## config.mk

```make
export PLATFORM = sky130hd
export DESIGN_NAME = down_counter_flat
export DESIGN_NICKNAME = d
export VERILOG_FILES = /design/src/rtl/down_counter_if.sv /design/src/rtl/down_counter.sv /design/src/flat_wrapper.sv
export SDC_FILE = /design/constraint.sdc
export NUM_CORES = 1
export LEC_CHECK = 0
export ABC_AREA = 1
export BUFFER_PORTS_ARGS = -buffer_cell sky130_fd_sc_hd__buf_2
export CORE_MARGIN = 5
export CORE_UTILIZATION = 43
export DETAILED_ROUTE_END_ITERATION = 6
export GPL_TIMING_DRIVEN = 0
export HOLD_SLACK_MARGIN = 0.15
export PLACE_DENSITY = 0.73
export SLEW_MARGIN = 20
export SYNTH_ARGS = -nofsm -noshare
export SYNTH_HDL_FRONTEND = slang
export SYNTH_SLANG_ARGS = --single-unit
```

## constraint.sdc

```tcl
create_clock -name clk -period 1.14 [get_ports clk]
set_clock_uncertainty 0.05 [all_clocks]
set_input_delay 0.057 -clock clk [delete_from_list [all_inputs] [get_ports clk]]
set_output_delay 0.057 -clock clk [all_outputs]
set_load 0.1 [all_outputs]
```

## src/rtl/down_counter_if.sv

```systemverilog
// Load handshake, control and status bundle for down_counter.
interface down_counter_if #(
    parameter int WIDTH = 8
);
    logic             clear;
    logic             load_valid;
    logic             load_ready;
    logic [WIDTH-1:0] load_value;
    logic             enable;
    logic [WIDTH-1:0] count;
    logic             busy;
    logic             done;
    logic             tc;

    modport master (
        output clear, load_valid, load_value, enable,
        input  load_ready, count, busy, done, tc
    );

    modport slave (
        input  clear, load_valid, load_value, enable,
        output load_ready, count, busy, done, tc
    );
endinterface

```

## src/rtl/down_counter.sv

```systemverilog
// Loadable down-counter/timer with terminal-count pulse.
// Define DOWN_COUNTER_AUTORELOAD_EN to reload from the last loaded value instead of stopping.
module down_counter #(
    parameter int WIDTH = 8
) (
    input  logic           clk,
    input  logic           reset,
    down_counter_if.slave  bus
);
    typedef enum logic [1:0] {IDLE, RUN, DONE} state_e;

    state_e           state_q, state_d;
    logic [WIDTH-1:0] count_q, count_d;
    logic             tc_q, tc_d;
`ifdef DOWN_COUNTER_AUTORELOAD_EN
    logic [WIDTH-1:0] reload_q, reload_d;
`endif

    always_ff @(posedge clk) begin
        if (reset) begin
            state_q  <= IDLE;
            count_q  <= '0;
            tc_q     <= 1'b0;
`ifdef DOWN_COUNTER_AUTORELOAD_EN
            reload_q <= '0;
`endif
        end else begin
            state_q  <= state_d;
            count_q  <= count_d;
            tc_q     <= tc_d;
`ifdef DOWN_COUNTER_AUTORELOAD_EN
            reload_q <= reload_d;
`endif
        end
    end

    always_comb begin
        state_d  = state_q;
        count_d  = count_q;
        tc_d     = 1'b0;
`ifdef DOWN_COUNTER_AUTORELOAD_EN
        reload_d = reload_q;
`endif
        if (bus.clear) begin
            // Abort leaves the reload value intact for a later restart.
            state_d = IDLE;
            count_d = '0;
        end else begin
            unique case (state_q)
                IDLE, DONE: begin
                    if (bus.load_valid) begin
                        count_d  = bus.load_value;
`ifdef DOWN_COUNTER_AUTORELOAD_EN
                        reload_d = bus.load_value;
`endif
                        if (bus.load_value == '0) begin
                            state_d = DONE;
                            tc_d    = 1'b1;
                        end else begin
                            state_d = RUN;
                        end
                    end
                end
                RUN: begin
                    if (bus.enable) begin
                        if (count_q == WIDTH'(1)) begin
                            tc_d = 1'b1;
`ifdef DOWN_COUNTER_AUTORELOAD_EN
                            count_d = reload_q;
`else
                            count_d = '0;
                            state_d = DONE;
`endif
                        end else begin
                            count_d = count_q - WIDTH'(1);
                        end
                    end
                end
                default: begin
                    state_d = IDLE;
                    count_d = '0;
                end
            endcase
        end
    end

    assign bus.count      = count_q;
    assign bus.tc         = tc_q;
    assign bus.busy       = (state_q == RUN);
    assign bus.done       = (state_q == DONE);
    assign bus.load_ready = (state_q != RUN);
endmodule
```

## src/flat_wrapper.sv

```systemverilog
// flat-port wrapper written by rule: the top's interface ports become plain ports
module down_counter_flat 
#(
    parameter int WIDTH = 8
)
  (clk, reset, bus_clear, bus_load_valid, bus_load_value, bus_enable, bus_load_ready, bus_count, bus_busy, bus_done, bus_tc);
  down_counter_if #(.WIDTH(WIDTH)) bus_i ();
  input  logic clk;
  input  logic reset;
  input wire logic [$bits(bus_i.clear)-1:0] bus_clear;
  input wire logic [$bits(bus_i.load_valid)-1:0] bus_load_valid;
  input wire logic [$bits(bus_i.load_value)-1:0] bus_load_value;
  input wire logic [$bits(bus_i.enable)-1:0] bus_enable;
  output wire logic [$bits(bus_i.load_ready)-1:0] bus_load_ready;
  output wire logic [$bits(bus_i.count)-1:0] bus_count;
  output wire logic [$bits(bus_i.busy)-1:0] bus_busy;
  output wire logic [$bits(bus_i.done)-1:0] bus_done;
  output wire logic [$bits(bus_i.tc)-1:0] bus_tc;
  assign bus_i.clear = bus_clear;
  assign bus_i.load_valid = bus_load_valid;
  assign bus_i.load_value = bus_load_value;
  assign bus_i.enable = bus_enable;
  assign bus_load_ready = bus_i.load_ready;
  assign bus_count = bus_i.count;
  assign bus_busy = bus_i.busy;
  assign bus_done = bus_i.done;
  assign bus_tc = bus_i.tc;
  down_counter #(.WIDTH(WIDTH)) u_core (.clk(clk), .reset(reset), .bus(bus_i));
endmodule
```

## Word-level counts from Yosys, hierarchy flattened

Cells that the tools add are included.

- Register bits after elaboration: 11
- Latch bits: 0
- Memory bits (writable): 0
- Bits in read-only memories: 0
- Input bits: 13
- Output and inout port bits: 12
- Logic and storage cells: 31
- Memories kept: 0

- Add/subtract/negate cells: 1
- Multiply operators: 0
- Div/mod/pow operators: 0
- Order comparisons: 0
- Equal/unequal tests: 7
- Shift-type cells: 0
- Muxes and demuxes: 14
- Bitwise gates (word level): 0
- Reductions and logical operators: 6

Operators by type and width:

| cell | number |
|---|---|
| two-way mux 8 bit | 3 |
| case mux 8 bit (2 select lines) | 1 |
| equality test 8 x 1 -> 1 bit, second input constant | 1 |
| logical NOT 8 bit | 1 |
| two-way mux 2 bit | 4 |
| subtractor 8 x 1 -> 8 bit, second input constant | 1 |
| two-way mux 1 bit | 4 |
| inequality test 2 x 1 -> 1 bit, second input constant | 2 |
| inequality test 2 bit, second input constant | 2 |
| case mux 2 bit (2 select lines) | 1 |
| OR reduction 2 bit | 2 |
| AND reduction 3 bit | 1 |
| equality test 2 x 1 -> 1 bit, second input constant | 1 |
| equality test 2 bit, second input constant | 1 |
| logical NOT 2 bit | 1 |
| case mux 1 bit (2 select lines) | 1 |
| AND reduction 2 bit | 1 |

## Depth between registers and ports, before layout

- Depth after elaboration: 4
- Depth in mapped cells: 10
- Depth with buffers taken out: 10

## Worst setup path after synthesis

Ideal clock, no wire load.

- Kind: reg2reg
- From: register u_core.count_q[1] (netlist: u_core.bus.count[1])
- To: register u_core.count_q[3] (netlist: u_core.bus.count[3])
- Setup time: 70 ps
- Arrival time: 1960 ps
- Data required time: 1020 ps
- Slack: -940 ps
- Cell stages (with the launch flop): 10
- Path buffers: 0
- Period minus slack after synthesis: 2080 ps
- Cell sequence: dfxtp_1 > inv_1 > ha_1 > nand3_1 > nor2_2 > nor2_2 > nand2_1 > o21ai_0 > nand2_1 > a21oi_1

- Longest elaborated chain between the ends: 4
- Elaborated cells on any way between the ends: 5
- Classes of those cells: 1 x add/sub; 1 x eq/ne; 3 x mux

Ends and longest elaborated chain:

| element | RTL line | text |
|---|---|---|
| start: declaration | down_counter.sv:13 | `logic [WIDTH-1:0] count_q, count_d;` |
| start signal: assignment | down_counter.sv:29 | `count_q <= count_d;` |
| subtractor 8 x 1 -> 8 bit / equality test 8 x 1 -> 1 bit (equally long branches) | down_counter.sv:75, down_counter.sv:66 |  |
| two-way mux 8 bit (*) | down_counter.sv:66 | `if (count_q == WIDTH'(1)) begin` |
| two-way mux 8 bit (*) | down_counter.sv:65 | `if (bus.enable) begin` |
| case mux 8 bit (2 select lines) (*) | down_counter.sv:49 | `unique case (state_q)` |

Every way passes the cells marked *; elsewhere a longest branch is shown, timed or not. The select of a mux whose other input is x is not followed.
A chain may end at the register's enable or synchronous reset.

## Final worst setup path

- From: register u_core.count_q[1] (netlist: u_core.bus.count[1])
- To: register u_core.count_q[5] (netlist: u_core.bus.count[5])

Same word-level chain as after synthesis.

==> metrics <==
outcome finished, violations left; failing checks setup timing; antenna diode count 0; DRT iter0 DRCs 79; Max rail drop VDD 0.969 mV; Cell Area, Synth 727 sq um; Seq cells post-synth 11; CTS tree built; crit path max fanout 5; share of post-route cells with drive strength above 1 0.456; total die area 0.00261 sq mm; first drt pass iteration count 4; Ys Warns 0; CP startpoint kind register; drt via density 5.83; Die Y 51.1 um; pwr dens 930 mW/mm^2; Avg Synthesized Cell Area 6.16 sq um; post-DP HPWL 1.57 mm; WHS 115 ps; Slew Limit Fails 0; Tightest Hold Check Type primary input to register; slowest cell delay on critical path 370 ps; worst-margin pin slew 485 ps; Final nets 185; synthesis-to-layout area growth 88.5%; detailed-route via count 1,079; H-tree depth 1; Clk Latency, worst-skew pair 280 ps; register area share after synthesis 0.303; crit path capture type register; initial antenna violation count 0; largest net degree at the start of global routing 8; Setup-failing EPs final 14; CP Buf/Inv Count 2; final RePlAce weighted congestion 0.850; most frequent cells in the layout 35 x nand2_1, 15 x buf_4, 13 x buf_2; cells after synthesis 118; vias in the first global route 957; starting density of the core 0.466; CTS Buf Count 3; Lkg Pwr 0.623 nW; dpl ws -187 ps; Worst Path Required 1290 ps; final hold violations 0; I/O Pins 25; worst setup slack after layout -338 ps; clk slew on worst S/H paths 80 ps; WL final 3.28 mm; number of max-cap violations 0; highest clock rate 677 MHz; Worst Setup Path Type register to register; Clock Path Buffers 2; Yosys cell types 20; CP max-delay cell dfxtp_4; first-pass GRT wire length 4.40 mm; Sink Count 11; GRT Residual Overflow 0; RSZ-0062 raised after global routing yes; CP delay by family, top simple AND/OR/NAND/NOR gates; Core Region 0.00156 sq mm; crit-path most repeated cell nand2_1; Tcrit/Tclk final 1.30; total track usage 0.221; commonest non-fill, non-tap cell in the layout nand2_1; Synth Net Count 133; Worst R2R Setup Slack -340 ps; post-route ant nets 0; routed wire length per instance 17.7 um; drt drc 0; fin crit period 1480 ps; Port Buffers 24; Root Driver clkbuf_4; CP arrival 1630 ps; Die Wd 51.1 um; Slew Limit Headroom 0.679; row cnt 14; CP cell instances clkinv_4, ha_4, nand3_4, nor2_4, nor2_4, buf_4, nand2_1, nand2_1, nand2_1, a21oi_1
==> logic make-up after synthesis <==
kind of cell | synth area share
and+or+nand+nor | 0.380
AOI/OAI and AO/OA | 0.158
buffers and inverters | 0.0998
DFF | 0.303
xor gates and xnor gates | 0.0241
adders and majority gates | 0.0344
==> power by group <==
| part | total (mW) | switching (mW) | internal, mW |
|---|---|---|---|
| clock | 0.289 | 0.154 | 0.136 |
| combinational | 0.565 | 0.355 | 0.210 |
| sequential | 0.420 | 0.0299 | 0.390 |
| total | 1.27 | 0.539 | 0.735 |
==> layer usage <==
layer | up-vias | track usage | part of all wire
met3 | 16 | 0.0349 | 0.063
met4 | 0 | 0.126 | 0.042
met5 | - | 0 | 0
met2 | 63 | 0.361 | 0.49
li1 | 487 | - | -
met1 | 513 | 0.276 | 0.40
==> worst paths after layout <==
kind / startpoint / end / cells after the start
max reg2reg: u_core.bus.count[1] / u_core.bus.count[5] / 10
min: bus_load_valid / u_core.state_q[0] / 4
min reg2reg: u_core.bus.count[7] / u_core.bus.count[7] / 2
max: u_core.bus.count[1] / u_core.bus.count[5] / 10
==> area by class of cell <==
type,instances,area [sq um]
inverters,16,85.1
fillers,81,189
plain buffers,1,11.3
clock buffers,4,26.3
well taps,16,20.0
flip-flops and latches,11,255
repair buffers,47,404
multi-input cells,90,568
==> repair_timing <==
| action | CTS | global route |
|---|---|---|
| endpoints found under the setup margin | 22 | 15 |
| cloned | 1 | 0 |
| hold buffers | 11 | 1 |
| pin swaps | 4 | 9 |
| hold endpoints to repair | 11 | 1 |
| gates resized for setup | 38 | 24 |
| buffers inserted | 2 | 9 |
==> sequential cells by signal, summed over array words and instances, names as in the netlist <==
signal            flops
u_core.bus.count      8
u_core.state_q        2
u_core.bus.tc         1
==> per-stage QoR <==
stage                     TNS (ps)  power (mW)  cells  cell area (sq um)  utilization
after CTS                    -1340        1.16    176               1230        0.787
final                        -2550        1.27    185               1370        0.879
after detailed placement     -1620       0.797    158                943        0.605
after global routing         -3420        1.33    185               1370        0.879
after global placement       -1540       0.793    158                943        0.605
after floorplan              -2890       0.716    118                803            -
==> cell usage after synthesis, drive strengths merged <==
master / number / area (sq um)
o21ai: 11 / 58.8
xnor2: 1 / 8.76
o22ai: 1 / 6.26
nand2: 38 / 150
or2: 1 / 6.26
clkinv: 1 / 5.00
nand3: 6 / 30.0
nor3: 1 / 5.00
a21oi: 10 / 50.1
nand4: 4 / 25.0
buf: 1 / 11.3
inv: 15 / 56.3
nor2: 14 / 60.1
dfxtp: 11 / 220
ha: 2 / 25.0
xor2: 1 / 8.76
==> worst reg2reg max path: stages, from the launching register on <==
cell and delay (ps):
dfxtp_4 370, clkinv_4 60, ha_4 160, nand3_4 90, nor2_4 50, nor2_4 180, buf_4 150, nand2_1 50
nand2_1 50, nand2_1 60, a21oi_1 120
Note: power is estimated with default switching activity, not from simulation.
